**src/rtl/led_pkg.sv**
```systemverilog
// Shared types and constants for the LED zone packer.
// Exports: led_pack_state_t, HDR_TAG_DEF, ORDER_RGB, ORDER_GRB.
package led_pkg;

  typedef enum logic [1:0] {
    IDLE,
    ARMED,
    SEND
  } led_pack_state_t;

  localparam logic [3:0] HDR_TAG_DEF = 4'hA;

  localparam logic ORDER_RGB = 1'b0;
  localparam logic ORDER_GRB = 1'b1;

endpackage

```
**src/rtl/led_sync_fifo.sv**
```systemverilog
// First-word-fall-through synchronous FIFO, exact occupancy count.
// Ports: clk, rstn (sync, low), push/din, pop/dout, full, empty, level.
module led_sync_fifo
  import led_pkg::*;
#(
  parameter int W     = 12,
  parameter int DEPTH = 16
) (
  input  logic                     clk,
  input  logic                     rstn,
  input  logic                     push,
  input  logic [W-1:0]             din,
  input  logic                     pop,
  output logic [W-1:0]             dout,
  output logic                     full,
  output logic                     empty,
  output logic [$clog2(DEPTH):0]   level
);

  localparam int AW = $clog2(DEPTH);

  logic [W-1:0]  mem [DEPTH];
  logic [AW-1:0] wptr;
  logic [AW-1:0] rptr;
  logic          do_push;
  logic          do_pop;

  // A same-cycle pop never frees room for the push.
  assign full    = (level == (AW+1)'(DEPTH));
  assign empty   = (level == '0);
  assign do_push = push & ~full;
  assign do_pop  = pop & ~empty;
  assign dout    = empty ? '0 : mem[rptr];

  always_ff @(posedge clk) begin
    if (do_push) begin
      mem[wptr] <= din;
    end
  end

  always_ff @(posedge clk) begin
    if (!rstn) begin
      wptr  <= '0;
      rptr  <= '0;
      level <= '0;
    end else begin
      if (do_push) wptr <= wptr + 1'b1;
      if (do_pop)  rptr <= rptr + 1'b1;
      unique case (1'b1)
        (do_push & ~do_pop): level <= level + 1'b1;
        (do_pop & ~do_push): level <= level - 1'b1;
        default: ;
      endcase
    end
  end

endmodule

```
**src/rtl/led_zone_packer.sv**
```systemverilog
// Snapshots per-zone RGB means and streams header + zone words via a FIFO.
// Ports: en/start/continuous/reverse/grb, mean_r/g/b in; dout stream, status out.
module led_zone_packer
  import led_pkg::*;
#(
  parameter int         N_ZONES = 8,
  parameter int         CW      = 4,
  parameter int         DEPTH   = 16,
  parameter logic [3:0] HDR_TAG = HDR_TAG_DEF
) (
  input  logic                      clk,
  input  logic                      rstn,
  input  logic                      en,
  input  logic                      start,
  input  logic                      continuous,
  input  logic                      reverse,
  input  logic                      grb,
  input  logic [N_ZONES*CW-1:0]     mean_r,
  input  logic [N_ZONES*CW-1:0]     mean_g,
  input  logic [N_ZONES*CW-1:0]     mean_b,
  output logic [3*CW-1:0]           dout,
  output logic                      dout_valid,
  input  logic                      dout_ready,
  output logic                      frame_done,
  output logic                      busy,
  output logic                      overrun,
  output logic [$clog2(DEPTH):0]    fifo_level
);

  localparam int W  = 3 * CW;
  localparam int ZW = (N_ZONES > 1) ? $clog2(N_ZONES) : 1;

  led_pack_state_t       state;
  logic [ZW-1:0]         zidx;
  logic                  hdr;
  logic [W-5:0]          frame_cnt;
  logic                  rev_q;
  logic                  grb_q;
  logic [N_ZONES*CW-1:0] snap_r;
  logic [N_ZONES*CW-1:0] snap_g;
  logic [N_ZONES*CW-1:0] snap_b;

  logic [CW-1:0] c_r;
  logic [CW-1:0] c_g;
  logic [CW-1:0] c_b;
  logic [W-1:0]  zword;
  logic [W-1:0]  din;
  logic          push;
  logic          full;
  logic          empty;
  logic          last;

  assign c_r   = snap_r[zidx*CW +: CW];
  assign c_g   = snap_g[zidx*CW +: CW];
  assign c_b   = snap_b[zidx*CW +: CW];
  assign zword = (grb_q == ORDER_GRB) ? {c_g, c_r, c_b}
                                      : {c_r, c_g, c_b};
  assign din   = hdr ? {HDR_TAG, frame_cnt} : zword;
  assign push  = (state == SEND) & ~full;
  assign last  = rev_q ? (zidx == '0)
                       : (zidx == ZW'(N_ZONES - 1));

  assign dout_valid = ~empty;

  led_sync_fifo #(
    .W     (W),
    .DEPTH (DEPTH)
  ) u_fifo (
    .clk   (clk),
    .rstn  (rstn),
    .push  (push),
    .din   (din),
    .pop   (dout_ready),
    .dout  (dout),
    .full  (full),
    .empty (empty),
    .level (fifo_level)
  );

  always_ff @(posedge clk) begin
    if (!rstn) begin
      state      <= IDLE;
      zidx       <= '0;
      hdr        <= 1'b0;
      frame_cnt  <= '0;
      rev_q      <= 1'b0;
      grb_q      <= 1'b0;
      snap_r     <= '0;
      snap_g     <= '0;
      snap_b     <= '0;
      frame_done <= 1'b0;
      busy       <= 1'b0;
      overrun    <= 1'b0;
    end else begin
      frame_done <= 1'b0;
      unique case (state)
        IDLE: begin
          if (en) begin
            state <= ARMED;
            busy  <= 1'b1;
          end
        end
        ARMED: begin
          if (start) begin
            state  <= SEND;
            snap_r <= mean_r;
            snap_g <= mean_g;
            snap_b <= mean_b;
            zidx   <= reverse ? ZW'(N_ZONES - 1) : '0;
            rev_q  <= reverse;
            grb_q  <= grb;
            hdr    <= 1'b1;
          end
        end
        SEND: begin
          if (start) overrun <= 1'b1;
          if (push) begin
            if (hdr) begin
              hdr <= 1'b0;
            end else if (last) begin
              frame_done <= 1'b1;
              frame_cnt  <= frame_cnt + 1'b1;
              state      <= continuous ? ARMED : IDLE;
              busy       <= continuous;
            end else begin
              zidx <= rev_q ? zidx - 1'b1 : zidx + 1'b1;
            end
          end
        end
        default: begin
          state <= IDLE;
          busy  <= 1'b0;
        end
      endcase
    end
  end

endmodule

```
**config.mk**
```make
export PLATFORM = sky130hd
export DESIGN_NAME = led_zone_packer
export DESIGN_NICKNAME = d
export VERILOG_FILES = /design/src/rtl/led_pkg.sv /design/src/rtl/led_sync_fifo.sv /design/src/rtl/led_zone_packer.sv
export SDC_FILE = /design/constraint.sdc
export NUM_CORES = 1
export LEC_CHECK = 0
export ABC_AREA = 1
export CAP_MARGIN = 0
export CORE_MARGIN = 5
export CORE_UTILIZATION = 35
export DETAILED_ROUTE_END_ITERATION = 12
export PLACE_DENSITY = 0.63
export SETUP_SLACK_MARGIN = 0.1
export SLEW_MARGIN = 0
export SYNTH_ARGS = -nofsm -noshare
export SYNTH_HDL_FRONTEND = slang
export SYNTH_HIERARCHICAL = 1
export SYNTH_SLANG_ARGS = --single-unit
export TNS_END_PERCENT = 50
```
**constraint.sdc**
```tcl
create_clock -name clk -period 2.3 [get_ports clk]
set_clock_uncertainty 0.1 [all_clocks]
set_input_delay 0.46 -clock clk [delete_from_list [all_inputs] [get_ports clk]]
set_output_delay 0.46 -clock clk [all_outputs]
set_load 0.01 [all_outputs]
```
Word level (Yosys, flattened, before mapping)

Memory sizes are Yosys's and may differ from the RTL's. A register that Yosys moved wholly into a read port is not among the register bits.
Index checks and enable logic that the tools add are counted.

Register bits: 128
Bits in writable memories: 192
Input bits: 104
Memories: 1

Memory list:

| memory     | depth | width | rd ports | clocked after memory_dff | write ports | line                | text |
|---|---|---|---|---|---|---|---|
| u_fifo.mem | 16    | 12    | 1        | 1                        | 1           | led_sync_fifo.sv:22 | `logic [W-1:0] mem [DEPTH];` |

Add/sub/neg operators: 7
Equality and inequality tests: 10
Shift-type cells: 3
Mux-type cells: 32
Bitwise gates (word level): 14
Reduce and logical (&&, ||, !) cells: 13

Operators by type and width:

| operator              | number |
|---|---|
| $shiftx A32 B6 Y4     | 3 |
| $mux W12              | 3 |
| $mux W3               | 6 |
| $reduce_and A5 Y1     | 3 |
| $mux W1               | 11 |
| $mux W2               | 5 |
| $ne A2 B2 Y1 const B  | 5 |
| $pmux W5 S2           | 1 |
| $not A1 Y1            | 9 |
| $add A4 B1 Y4 const B | 2 |
| $add A8 B1 Y8 const B | 1 |
| $mux W4               | 2 |
| $pmux W2 S3           | 1 |
| $pmux W3 S2           | 1 |
| $add A5 B1 Y5 const B | 1 |
| $and A1 B1 Y1         | 5 |
| $eq A5 B5 Y1 const B  | 1 |
| $logic_not A5 Y1      | 1 |
| $sub A5 B1 Y5 const B | 1 |
| $reduce_and A2 Y1     | 2 |
| $reduce_and A4 Y1     | 1 |
| $reduce_bool A2 Y1    | 2 |
| $reduce_or A4 Y1      | 1 |
| $add A3 B1 Y3 const B | 1 |
| other kinds (10)      | 10 |

Longest topological paths before layout

Word-level depth: 7
Mapped depth: 19
Gate-level depth less buffers: 18

Cells and area by module

Netlist, hierarchy kept.

Modules (own cells, without submodules):

| module          | instances | cells each | area each (um2) | sequential area each (um2) |
|---|---|---|---|---|
| led_sync_fifo   | 1         | 669        | 8,438.1         | 6,105.9 |
| led_zone_packer | 1         | 794        | 5,520.3         | 2,302.2 |

Worst setup path after synthesis

Ideal clock, no wire load.

Path type: register to register
Start: register u_fifo.level[3]
End: register u_fifo.level[4]
Setup time: 0.109 ns
Arrival: 2.090 ns
Data required time: 2.091 ns
Path slack: 0.001 ns
Cell stages (with the launch flop): 20
Buffers on the path: 1
Clock period less this slack: 2.299 ns
Cells stage by stage: dfxtp_1 > nor2_4 > nand3_2 > inv_1 > inv_1 > nand2_4 > inv_1 > nand2_4 > ha_1 > buf_2 > xor2_1 > ha_1 > inv_1 > nand2_1 > nand2_1 > nand2_1 > nand2_1 > nand3_1 > nand2_1 > inv_1

Word-level cells in the longest chain between the ends: 7

Ends and longest elaborated chain:

| what                                                     | line                  | text |
|---|---|---|
| from (decl)                                              | led_sync_fifo.sv:17   | `output logic [$clog2(DEPTH):0] level` |
| from (signal assigned)                                   | led_sync_fifo.sv:50   | `(do_push & ~do_pop): level <= level + 1'b1;` |
| from (signal assigned)                                   | led_sync_fifo.sv:51   | `(do_pop & ~do_push): level <= level - 1'b1;` |
| $eq A5 B5 Y1 *                                           | led_sync_fifo.sv:29   | `assign full = (level == (AW+1)'(DEPTH));` |
| named net full                                           | led_zone_packer.sv:49 | `logic full;` |
| $not A1 Y1 *                                             | led_zone_packer.sv:59 | `assign push = (state == SEND) & ~full;` |
| $and A1 B1 Y1 *                                          | led_zone_packer.sv:59 |  |
| named net push                                           | led_zone_packer.sv:48 | `logic push;` |
| $and A1 B1 Y1 *                                          | led_sync_fifo.sv:31   | `assign do_push = push & ~full;` |
| $not A1 Y1                                               | led_sync_fifo.sv:51   |  |
| $and A1 B1 Y1                                            | led_sync_fifo.sv:51   |  |
| $pmux W5 S2 / $reduce_bool A2 Y1 (equally long branches) | -                     |  |

The timed path passes the listed nets; every way through them passes the cells marked *.
A chain may end at the register's enable or synchronous reset.

==> flow_summary_export.csv <==
group,metric,value,unit
logic_synthesis,syn-instance-count,1463,
pwr,p_int,12.9,mW
global_route,grt_max_degree,86,
clock_tree,numCtsBuffers,35,
layout,area_delta_synth_final,29.7,%
sta,setup_viol,12,
worst_setup_path,arrival,2.08,ns
routing,firstDrtPassIters,5,
sta,min_period,2.64,ns
die,die_width,210,um
logic_synthesis,yosys_warnings,6,
pwr,p_total,19.2,mW
logic_synthesis,synth_top_area_share,41.3,%
pwr,power_frac_clock,27.3,%
routing,antenna_left,0,
hold_path,min_path_type,"in -> reg",
sta,slew_headroom,68.5,%
pwr,peakVddDrop,0.000494,V
die,initial_core_util,35.2,%
die,die_area,44000,um2
die,io_pins,125,
logic_synthesis,synth-edff-count,192,
sta,period_share,115,%
global_route,antenna_found_initial,0,
worst_setup_path,cp-start-kind,"flop",
clock_tree,clkTransAtPathRegs,0.06,ns
sta,rsz0062_at_grt,"yes",
sta,hold-worst-slack,0.266,ns
global_route,use_met3,3.09,%
layout,fin_nets,1758,
layout,fillers,3633,
routing,remaining_drc_errors,0,
logic_synthesis,synthTopCellsByArea,"edfxtp_1 41%, dfxtp_1 19%, o21ai_0 6.5%",
global_route,groute.layer.met1.usage,21.8,%
sta,fmax,378,MHz
pwr,p_sw,6.33,mW
logic_synthesis,synth_top_cell_by_area,"edfxtp_1",
global_route,grt_pass1_wl,59.2,mm
status,outcome,"finished, violations left",
global_route,grt_busiest_layer,"met2",
layout,finish.utilization,45.7,%
worst_setup_path,end_kind,"output port",
global_route,gr-usage-all-layers,16.4,%
sta,tightestPinTransition,0.471,ns
routing,wirelength,37.6,mm
logic_synthesis,synth_fp_nets,1576,
logic_synthesis,ys_async_sr_fraction,0,%
run,cap_violations,0,
die,fp.dieH,210,um
die,std_cell_rows,73,
sta,setup_slack,-0.343,ns
global_route,overflow,0,
logic_synthesis,ys_ff_latch,324,
pwr,switching_share,32.9,%
clock_tree,clkSinkCount,324,
worst_setup_path,cp_max_fo,10,
layout,n_antenna_cell,0,
routing,num_vias,11200,
die,core,39600,um2
pwr,p_comb_share,35.5,%
routing,viasPerCell,5.09,
logic_synthesis,synth_cell_types,39,
status,violations,"setup timing",
placed_design,place_hpwl,24.6,mm
logic_synthesis,syn_area,14000,um2
placed_design,gp_congestion,0.809,
clock_tree,cts_htree_levels,2,
logic_synthesis,synth_seq_area_share,60.2,%
logic_synthesis,syn_area_per_cell,9.54,um2
clock_tree,clk_latency,0.52,ns
routing,routedWlPerCell,17.1,um
sta,hold_viol,0,
pwr,powerDensity,1060,nW/um2
layout,drive_gt1_share,16.3,%
routing,initialDrtViolationCount,804,
sta,final_max_slew_viol_count,0,
clock_tree,clock_path_buffers,3,
placed_design,portBuffers,124,
pwr,p_seq_share,37.2,%
worst_setup_path,crit_type,"reg -> out",
global_route,grt_pass1_vias,11100,
pwr,leakagePower,6.63,nW
global_route,grt_util_met2,27.6,%
worst_setup_path,critPathRequiredTime,1.74,ns
logic_synthesis,synthFlopType,"edfxtp_1",
clock_tree,clockRootBuffer,"clkbuf_16",
clock_tree,cts_tree,"yes",
sequential cells by signal, indices dropped and copies added, names as in the netlist, named ones only:
name / count
frame_cnt: 8
overrun: 1
u_fifo/mem: 192
state: 2
snap_g: 32
frame_done: 1
snap_b: 32
u_fifo/level: 5
hdr: 1
zidx: 3
grb_q: 1
rev_q: 1
u_fifo/wptr: 4
u_fifo/rptr: 4
snap_r: 32
busy: 1
what timing repair did:
item                       in CTS  in global routing
hold buffers                    0                  0
gates resized for setup       137                 54
setup endpoints to repair      28                172
gates cloned                    4                  1
setup buffers                  18                  6
pin swaps                      40                 51
worst max-delay path, stage by stage, from the launching register on:
cell and delay, ns:
dfxtp_4 0.39, buf_6 0.13, clkinv_8 0.09, buf_12 0.14, clkbuf_16 0.17, o21ai_2 0.11
o22ai_1 0.08, o21ai_1 0.20, a21oi_1 0.11, buf_2 0.15
power groups by stage:
stage / logic, mW / clock network, mW / registers [mW]
detailed placement: 5.79 / 0 / 7.25
finish: 6.81 / 5.24 / 7.15
floorplan: 3.30 / 0 / 7.27
CTS: 6.45 / 5.35 / 7.15
global route: 7.41 / 5.62 / 7.18
global placement: 5.68 / 0 / 7.24
path summary, 6_finish.rpt:
kind | from | to | slack [ns] | cells past startpoint
worst min register to register | snap_g[10]$_SDFFE_PN0P_ | snap_g[10]$_SDFFE_PN0P_ | 0.35 | 2
worst max-delay path | flop | dout[0] | -0.34 | 9
worst max register to register | u_fifo/level[1]$_SDFFE_PN0P_ | u_fifo/level[4]$_SDFFE_PN0P_ | 0.16 | 19
worst min-delay path | rstn | frame_cnt[6]$_SDFFE_PN0P_ | 0.27 | 3
final cells by class:
class	count	area, um2	share of cell area [%]
clock buffer	52	1010	5.59
clock inverter	10	45.0	0.249
inverter	134	523	2.89
multi-input combinational	909	4810	26.6
sequential	324	8420	46.5
tap	525	657	3.63
timing repair buffer	241	2640	14.6
cell usage in the layout (no fill, tap or decap), drive strengths merged, types with 32 or more instances in the layout:
master / instances
o21ai: 221
edfxtp: 192
nand2: 174
nor2: 172
a21oi: 143
inv: 133
dfxtp: 132
buf: 128
nand3: 120
clkdlybuf4s50: 110
clkbuf: 54
o221ai: 32
cell families (layout without fill, tap and decap cells):
family	Yosys count	after routing	share of synthesized area [%]
adders and majority gates	9	9	0.861
DFF	324	324	60.2
buffers and inverters	230	437	7.37
and+or+nand+nor	476	476	15.0
AOI/OAI and AO/OA	415	415	16.0
xor gates and xnor gates	9	9	0.565
metal layers:
metal / vias up / wire, um / share of wire, %
li1: 5423 / - / -
met1: 5334 / 16400 / 44
met2: 345 / 18000 / 48
met3: 70 / 2350 / 6.2
met4: 0 / 875 / 2.3
met5: - / 0 / 0
metrics by stage:
step	TNS, ns	std cells	worst slack (ns)	cell area [um2]
floorplan	0	1463	0.100	14000
global placement	-2.24	2105	-0.252	16300
detailed placement	-2.55	2105	-0.264	16300
CTS	-3.84	2189	-0.350	17900
global route	-4.87	2195	-0.427	18100
finish	-3.72	2195	-0.343	18100
synthesized netlist by cell type, types with 3 or more instances:
| cell | number |
|---|---|
| xor2_1 | 7 |
| ha_1 | 8 |
| nor3_1 | 4 |
| nand4_1 | 3 |
| a21oi_1 | 143 |
| buf_2 | 30 |
| nor2_4 | 4 |
| dfxtp_1 | 132 |
| buf_6 | 14 |
| nand2_4 | 3 |
| o22ai_1 | 16 |
| o21ai_0 | 182 |
| clkbuf_1 | 44 |
| nand2_2 | 4 |
| buf_4 | 4 |
| nor2_1 | 165 |
| nand3_1 | 117 |
| nand2_1 | 167 |
| inv_2 | 5 |
| o221ai_1 | 32 |
| o21ai_1 | 38 |
| edfxtp_1 | 192 |
| inv_1 | 125 |
| buf_1 | 3 |
Power figures use the tool's default switching activity.
